**src/rtl/cis_line_emulator.sv**
```systemverilog
// Contact-image-sensor line emulator: on each accepted SI edge, emits a blanking
// lead-in followed by one line of per-channel test-pattern pixel words.
module cis_line_emulator #(
    parameter int CHANNELS   = 1,
    parameter int DATA_W     = 12,
    parameter int PIXELS     = 2592,
    parameter int LEAD       = 89,
    parameter int OFFSET_BIN = 1
) (
    input  logic                         CLK,
    input  logic                         RST,
    input  logic                         EN,
    input  logic                         SI,
    input  logic [1:0]                   MODE,
    input  logic [DATA_W-1:0]            START_VAL,
    input  logic [DATA_W-1:0]            STEP,
    output logic [CHANNELS*DATA_W-1:0]   DATA,
    output logic                         VALID,
    output logic [$clog2(PIXELS+1)-1:0]  PIX_IDX,
    output logic [15:0]                  LINE_CNT,
    output logic                         OVERRUN
);

    localparam int PIX_W     = $clog2(PIXELS+1);
    localparam int LEAD_W    = (LEAD > 1) ? $clog2(LEAD) : 1;
    localparam int LEAD_LAST = (LEAD > 0) ? LEAD - 1 : 0;
    localparam logic [PIX_W-1:0]  PIX_LAST = PIX_W'(PIXELS - 1);
    localparam logic [DATA_W-1:0] ENC_MASK = (OFFSET_BIN != 0) ? {1'b1, {(DATA_W-1){1'b0}}} : '0;

    typedef enum logic [1:0] {S_IDLE, S_LEAD, S_ACTIVE} state_t;

    state_t              state;
    logic                si_q;
    logic [LEAD_W-1:0]   lead_cnt;
    logic [1:0]          mode_r;
    logic [DATA_W-1:0]   start_r;
    logic [DATA_W-1:0]   step_r;
    logic [DATA_W-1:0]   acc;
    logic [DATA_W-1:0]   acc_next;
    logic [PIX_W-1:0]    pix_next;
    logic                si_edge;
    logic                last_pix;

    assign si_edge  = EN && SI && !si_q;
    assign last_pix = (PIX_IDX == PIX_LAST);
    assign acc_next = acc + step_r;
    assign pix_next = PIX_IDX + PIX_W'(1);

    // acc holds START_VAL + p*STEP for the current pixel, so the ramp never multiplies
    function automatic logic [DATA_W-1:0] pixel_word(
        input logic [1:0]        mode,
        input logic [PIX_W-1:0]  pix,
        input logic [DATA_W-1:0] ramp,
        input logic [DATA_W-1:0] base,
        input int                ch
    );
        logic [DATA_W+PIX_W-1:0] pix_ext;
        logic [DATA_W-1:0]       raw;
        pix_ext = (DATA_W+PIX_W)'(pix);
        case (mode)
            2'd0:    raw = ramp + DATA_W'(ch);
            2'd1:    raw = base;
            2'd2:    raw = pix[0] ? ~base : base;
            default: raw = pix_ext[DATA_W-1:0];
        endcase
        return raw ^ ENC_MASK;
    endfunction

    always_ff @(posedge CLK) begin
        if (RST) begin
            state    <= S_IDLE;
            si_q     <= 1'b0;
            lead_cnt <= '0;
            mode_r   <= '0;
            start_r  <= '0;
            step_r   <= '0;
            acc      <= '0;
            DATA     <= {CHANNELS{ENC_MASK}};
            VALID    <= 1'b0;
            PIX_IDX  <= '0;
            LINE_CNT <= '0;
            OVERRUN  <= 1'b0;
        end else begin
            si_q    <= SI;
            OVERRUN <= 1'b0;
            if (si_edge) begin
                // an edge landing on the final pixel completes that line rather than aborting it
                if (state == S_ACTIVE && last_pix)
                    LINE_CNT <= LINE_CNT + 16'd1;
                else if (state != S_IDLE)
                    OVERRUN <= 1'b1;
                mode_r   <= MODE;
                start_r  <= START_VAL;
                step_r   <= STEP;
                acc      <= START_VAL;
                lead_cnt <= '0;
                PIX_IDX  <= '0;
                if (LEAD == 0) begin
                    state <= S_ACTIVE;
                    VALID <= 1'b1;
                    for (int c = 0; c < CHANNELS; c++)
                        DATA[c*DATA_W +: DATA_W] <= pixel_word(MODE, '0, START_VAL, START_VAL, c);
                end else begin
                    state <= S_LEAD;
                    VALID <= 1'b0;
                    DATA  <= {CHANNELS{START_VAL ^ ENC_MASK}};
                end
            end else begin
                case (state)
                    S_LEAD: begin
                        if (lead_cnt == LEAD_W'(LEAD_LAST)) begin
                            state   <= S_ACTIVE;
                            VALID   <= 1'b1;
                            PIX_IDX <= '0;
                            for (int c = 0; c < CHANNELS; c++)
                                DATA[c*DATA_W +: DATA_W] <= pixel_word(mode_r, '0, start_r, start_r, c);
                        end else begin
                            lead_cnt <= lead_cnt + LEAD_W'(1);
                        end
                    end
                    S_ACTIVE: begin
                        if (last_pix) begin
                            state    <= S_IDLE;
                            VALID    <= 1'b0;
                            PIX_IDX  <= '0;
                            DATA     <= {CHANNELS{ENC_MASK}};
                            LINE_CNT <= LINE_CNT + 16'd1;
                        end else begin
                            PIX_IDX <= pix_next;
                            acc     <= acc_next;
                            for (int c = 0; c < CHANNELS; c++)
                                DATA[c*DATA_W +: DATA_W] <= pixel_word(mode_r, pix_next, acc_next, start_r, c);
                        end
                    end
                    default: ;
                endcase
            end
        end
    end

endmodule

```
**config.mk**
```make
export PLATFORM = sky130hd
export DESIGN_NAME = cis_line_emulator
export DESIGN_NICKNAME = d
export VERILOG_FILES = /design/src/rtl/cis_line_emulator.sv
export SDC_FILE = /design/constraint.sdc
export NUM_CORES = 1
export LEC_CHECK = 0
export ABC_AREA = 1
export CAP_MARGIN = 40
export CORE_UTILIZATION = 59
export DETAILED_ROUTE_END_ITERATION = 12
export MAX_ROUTING_LAYER = met4
export PLACE_DENSITY = 0.85
export SETUP_SLACK_MARGIN = 0.2
export SKIP_CTS_REPAIR_TIMING = 1
export SLEW_MARGIN = 0
export SYNTH_ARGS = -nofsm -noshare
export SYNTH_HDL_FRONTEND = slang
export SYNTH_SLANG_ARGS = --single-unit
```
**constraint.sdc**
```tcl
create_clock -name CLK -period 2.75 [get_ports CLK]
set_input_delay 0.55 -clock CLK [delete_from_list [all_inputs] [get_ports CLK]]
set_output_delay 0.55 -clock CLK [all_outputs]
set_load 0.1 [all_outputs]
```
Word-level counts from Yosys, hierarchy flattened:

Cells that the tools add are included.

* input port bits: 30
* bits in registers: 90
* output and inout port bits: 42
* logic and storage cells: 88

* equality and inequality tests: 12
* reduce and logical (&&, ||, !) cells: 20
* add/sub/neg operators: 4
* bitwise logic cells: 6
* multiplexer cells: 33

Operator list (count)
* 2-to-1 mux 12 bit: 18
* 2-to-1 mux 16 bit: 4
* case mux 12 bit (2 select lines): 2
* case mux 12 bit (3 select lines): 1
* adder 16 x 1 -> 16 bit (second input constant): 1
* adder 12 x 1 -> 12 bit (second input constant): 1
* adder 12 bit: 1
* == test 12 bit (second input constant): 1
* NOT 12 bit: 1
* AND reduction 3 bit: 3
* AND reduction 2 bit: 4
* nonzero test 2 bit: 4
* adder 7 x 1 -> 7 bit (second input constant): 1
* == test 7 bit (second input constant): 1
* != test 2 bit (second input constant): 3
* != test 3 bit (second input constant): 2
* OR reduction 3 bit: 2
* NOT 1 bit: 5
* == test 2 x 1 -> 1 bit (second input constant): 2
* == test 2 bit (second input constant): 2
* 2-to-1 mux 1 bit: 4
* 2-to-1 mux 2 bit: 2
* case mux 2 bit (2 select lines): 1
* logical AND 1 bit: 3
* 6 further kinds: 6

Longest topological paths before layout:

* word-level depth: 11
* mapped depth: 14
* depth with buffers taken out: 14

Worst setup path before layout:

No wires, ideal clock.

* path kind: register to register
* start: register PIX_IDX[0]
* end: register DATA[4]
* clock period less this slack: 2.504 ns
* library setup time: 0.112 ns
* required time: 2.638 ns
* cell stages (with the launch flop): 15
* buffers on the path: 0
* slack: 0.246 ns
* arrival: 2.392 ns
* cell sequence: dfxtp_1 -> ha_1 -> nand2_2 -> inv_2 -> nand2_1 -> nor2_2 -> nand2_4 -> nand2_8 -> inv_6 -> nand2_1 -> o21ai_1 -> nand2_1 -> nand3_1 -> nand2_1 -> nand2_1

* cells in the longest elaborated chain, start to end: 10
* elaborated cells on any way between the ends: 11
* those cells by class: 1 x add/sub; 1 x eq/ne; 9 x mux

Ends and longest elaborated chain
* start: declaration: RTL line 19 `output logic [$clog2(PIXELS+1)-1:0] PIX_IDX,`
* start signal: assignment: RTL line 129 `PIX_IDX <= pix_next;`
* adder 12 x 1 -> 12 bit: RTL line 47 `assign pix_next = PIX_IDX + PIX_W'(1);`
* 2-to-1 mux 12 bit: RTL line 63 `2'd2: raw = pix[0] ? ~base : base;`
* case mux 12 bit (3 select lines): RTL line 60 `case (mode)`
* 2-to-1 mux 12 bit: RTL line 122 `if (last_pix) begin`
* 2-to-1 mux 12 bit: RTL line 109 `case (state)`
* 2-to-1 mux 12 bit: RTL line 86 `if (si_edge) begin`
* 2-to-1 mux 12 bit: RTL line 70 `if (RST) begin`
* 2-to-1 mux 12 bit (*): RTL line 122
* case mux 12 bit (2 select lines) (*): RTL line 109
* 2-to-1 mux 12 bit (*): RTL line 86
* end signal: assignment: RTL line 78 `DATA <= {CHANNELS{ENC_MASK}};`
* end signal: indexed assignment: RTL line 116 `DATA[c*DATA_W +: DATA_W] <= pixel_word(mode_r, '0, start_r, start_r, c);`
* end signal: assignment: RTL line 126 `DATA <= {CHANNELS{ENC_MASK}};`
* end: declaration: RTL line 17 `output logic [CHANNELS*DATA_W-1:0] DATA,`

Mark *: on every way between the ends. The rest lies on a longest branch, timed or not. The select of a mux whose other input is x is not followed.
A chain may end at the register's enable or synchronous reset.

Final worst setup path:

* start: register step_r[0]
* end: register DATA[6]

* cells in the longest elaborated chain, start to end: 9

Ends and longest elaborated chain
* start: declaration: RTL line 37 `logic [DATA_W-1:0] step_r;`
* start signal: assignment: RTL line 76 `step_r <= '0;`
* start signal: assignment: RTL line 94 `step_r <= STEP;`
* adder 12 bit: RTL line 46 `assign acc_next = acc + step_r;`
* case mux 12 bit (3 select lines): RTL line 60
* 2-to-1 mux 12 bit: RTL line 122
* 2-to-1 mux 12 bit: RTL line 109
* 2-to-1 mux 12 bit: RTL line 86
* 2-to-1 mux 12 bit: RTL line 70
* 2-to-1 mux 12 bit: RTL line 122
* case mux 12 bit (2 select lines): RTL line 109
* 2-to-1 mux 12 bit: RTL line 86

No other way between the ends. The select of a mux whose other input is x is not followed.

==> results.cfg <==
[status]
status = complete, no violations

[timing]
worst_slew_pin_slew_ns = 0.630
period_share = 0.758
rsz0062_at_grt = false
setup_viol = 0
relSlewSlack = 0.580
min_period_ns = 2.08
fin_tns_setup_ns = 0
fmax_mhz = 480
clock_skew_ns = 0.00786
final_max_slew_viol_count = 0
finalHoldViolCount = 0

[cells_and_area]
layout-drive-gt1-share = 0.145
diodes = 0
final_nets = 833
syn_to_final_growth_pct = 18.7
fin_cells = 896
fill_cells = 707

[setup_path]
startpoint_type = register
critical_path_class = reg -> reg
regToRegSetupSlack_ns = 0.67
critical_path_required_ns = 3.04
cp.arrival_ns = 2.38
rr_worst_depth = 13
reg2reg_from = step_r[0]
worstReg2RegEnd = DATA[6]
path_max_fanout = 3
cp-end-kind = register

[hold_path]
min_to = lead_cnt[4]
min_path_cells = 2
min_from = lead_cnt[4]
min-delay-path-class = reg -> reg

[yosys]
ys_seq_area_frac = 0.352
synth_ff_type = dfxtp_1
ys_ff_latch = 89
syn_inst = 715
synth_warnings = 0
synth-edff-count = 0
ys_async_sr_fraction = 0
postSynthAreaPerCell_sq_um = 7.08
synth_cell_types = 50
syn-num-nets = 761
syn_area_sq_um = 5060

[route]
wl_um = 14400
drc_errors = 0
first_pass_iters = 5
detailroute.via_count = 5181
drtIter0Drc = 483
post_drt_wl_per_cell_um = 16.1
route.antenna.remaining_nets = 0
routed_via_density = 5.78

[floorplan]
die_area_sq_um = 8960
fp.dieW_um = 94.7
core_region_area_sq_um = 8260
num_io_pins = 72
start_util = 0.613
rows = 33
chipHeight_um = 94.7

[power]
intPower_w = 0.00207
powerDensity_nw_per_um2 = 472
peakVddDrop_mv = 0.300
power.leakage_nw = 2.52
switchingPower_w = 0.000772
sw_frac_of_total = 0.272
clkPwrFrac = 0.377
p_comb_frac = 0.143
seqPwrFrac = 0.480

[global_routing]
grt_pass1_wl_um = 22700
track_usage = 0.338
grt_max_degree = 21
grt-ovfl-total = 0
grt_antenna_before_repair = 0
grt_pass1_vias = 4746

[placement]
dp_cells = 881
gp_congestion = 0.989
io_buffers = 71
detailed_place_hpwl_um = 10900

[clocking]
clkTransAtPathRegs_ns = 0.09
cts_max_path_buffers = 2
clock_sinks = 89
insertion_delay_ns = 0.36
htreeDepth = 3
numCtsBuffers = 9
cts_tree = yes
cts_root_buffer = clkbuf_8

[flow_run]
maxCapViolCount = 0
==> synthesized netlist by cell type (5+ instances only) <==
master | n | area share
nand2_2 | 6 | 0.0074
dfxtp_1 | 89 | 0.35
a31oi_1 | 14 | 0.017
nand3_1 | 41 | 0.041
nor3_1 | 13 | 0.013
a22o_1 | 12 | 0.021
o22ai_1 | 8 | 0.0099
a21oi_1 | 64 | 0.063
nand4_1 | 9 | 0.011
nand2_1 | 174 | 0.13
inv_1 | 75 | 0.056
o21ai_1 | 7 | 0.0069
xor2_1 | 12 | 0.021
o21ai_0 | 44 | 0.043
inv_2 | 11 | 0.0082
clkbuf_1 | 5 | 0.0037
buf_2 | 11 | 0.011
nor3_2 | 5 | 0.0099
ha_1 | 15 | 0.037
nor2_1 | 43 | 0.032
==> registers in the layout (all words and copies together), names as in the netlist <==
register	cells
step_r	12
state	1
LINE_CNT	16
VALID	1
lead_cnt	7
mode_r	2
DATA	12
start_r	12
PIX_IDX	12
acc	12
OVERRUN	1
si_q	1
==> stage by stage <==
step | cell area (sq um) | power (W) | utilization | setup WS [ns] | hold WS [ns]
after CTS | 6010 | 0.00283 | 0.728 | 0.691 | 0.490
after floorplan | 5060 | 0.00165 | - | 0.246 | 0.445
after detailed placement | 5780 | 0.00179 | 0.700 | 0.487 | 0.477
after global routing | 6010 | 0.00292 | 0.728 | 0.509 | 0.509
after global placement | 5780 | 0.00178 | 0.700 | 0.522 | 0.464
final | 6010 | 0.00284 | 0.728 | 0.666 | 0.490
==> area by class of cell <==
class | count | area, sq um | share of cell area
sequential | 89 | 1780 | 0.296
inverter | 89 | 344 | 0.0572
multi-input combinational | 516 | 2820 | 0.470
clock buffer | 9 | 124 | 0.0206
timing repair buffer | 82 | 701 | 0.117
clock inverter | 6 | 108 | 0.0179
tap | 105 | 131 | 0.0218
==> worst max path at each step <==
stage	from	to	slack (ns)
floorplan	PIX_IDX[0]	DATA[4]	0.25
CTS	step_r[0]	DATA[6]	0.69
finish	step_r[0]	DATA[6]	0.67
global route	step_r[0]	DATA[4]	0.51
detailed placement	SI	start_r[5]	0.49
global placement	SI	DATA[4]	0.52
==> critical path: stages, from the launching register on <==
cell and delay [ns]:
dfxtp_1 0.32, ha_1 0.22, fa_1 0.42, nand2_1 0.16, nand2_1 0.09, nand3_1 0.07
nand2_1 0.08, xor2_1 0.22, nand2_1 0.08, nand2_1 0.08, nand2_1 0.06, nand2_1 0.06
nand2_1 0.05, a21oi_1 0.13
==> cell families (layout without fill, tap and decap cells) <==
kind of cell,after synthesis,in the layout,share of synthesized area
AND/OR/NAND/NOR,320,320,0.305
AO/OA/AOI/OAI,164,164,0.184
buffers and inverters,110,186,0.0907
flip-flops,89,89,0.352
adder cells (fa/ha/maj),16,16,0.0410
XOR/XNOR,16,16,0.0277
==> placed cells by master (no fill, tap or decap), drive strengths merged, types with 4 or more instances in the layout <==
cell / Yosys / layout
clkbuf: 5 / 9
nand2: 184 / 184
nor4: 4 / 4
nor3: 19 / 19
nand3: 43 / 43
nand4: 10 / 10
a21oi: 64 / 64
nor2: 53 / 53
inv: 87 / 87
clkinv: 2 / 4
clkdlybuf4s50: 0 / 29
dfxtp: 89 / 89
ha: 15 / 15
a31oi: 14 / 14
xor2: 12 / 12
buf: 16 / 53
a22o: 12 / 12
o211ai: 4 / 4
xnor2: 4 / 4
o22ai: 8 / 8
o21ai: 52 / 52
==> power groups by stage <==
stage          clock, W  sequential, W  combinational [W]
2_1_floorplan         0        0.00146           0.000191
3_3_place_gp          0        0.00139           0.000391
3_5_place_dp          0        0.00139           0.000398
4_1_cts         0.00108        0.00136           0.000400
5_1_grt         0.00112        0.00136           0.000436
6_report        0.00107        0.00136           0.000406
==> routing by layer <==
metal	vias to the layer above	track usage	wire (um)
met4	0	0.0795	195
li1	2535	-	-
met3	21	0.0829	1210
met5	-	-	0
met2	229	0.543	6740
met1	2396	0.427	6270
Note: power is estimated with default switching activity, not from simulation.
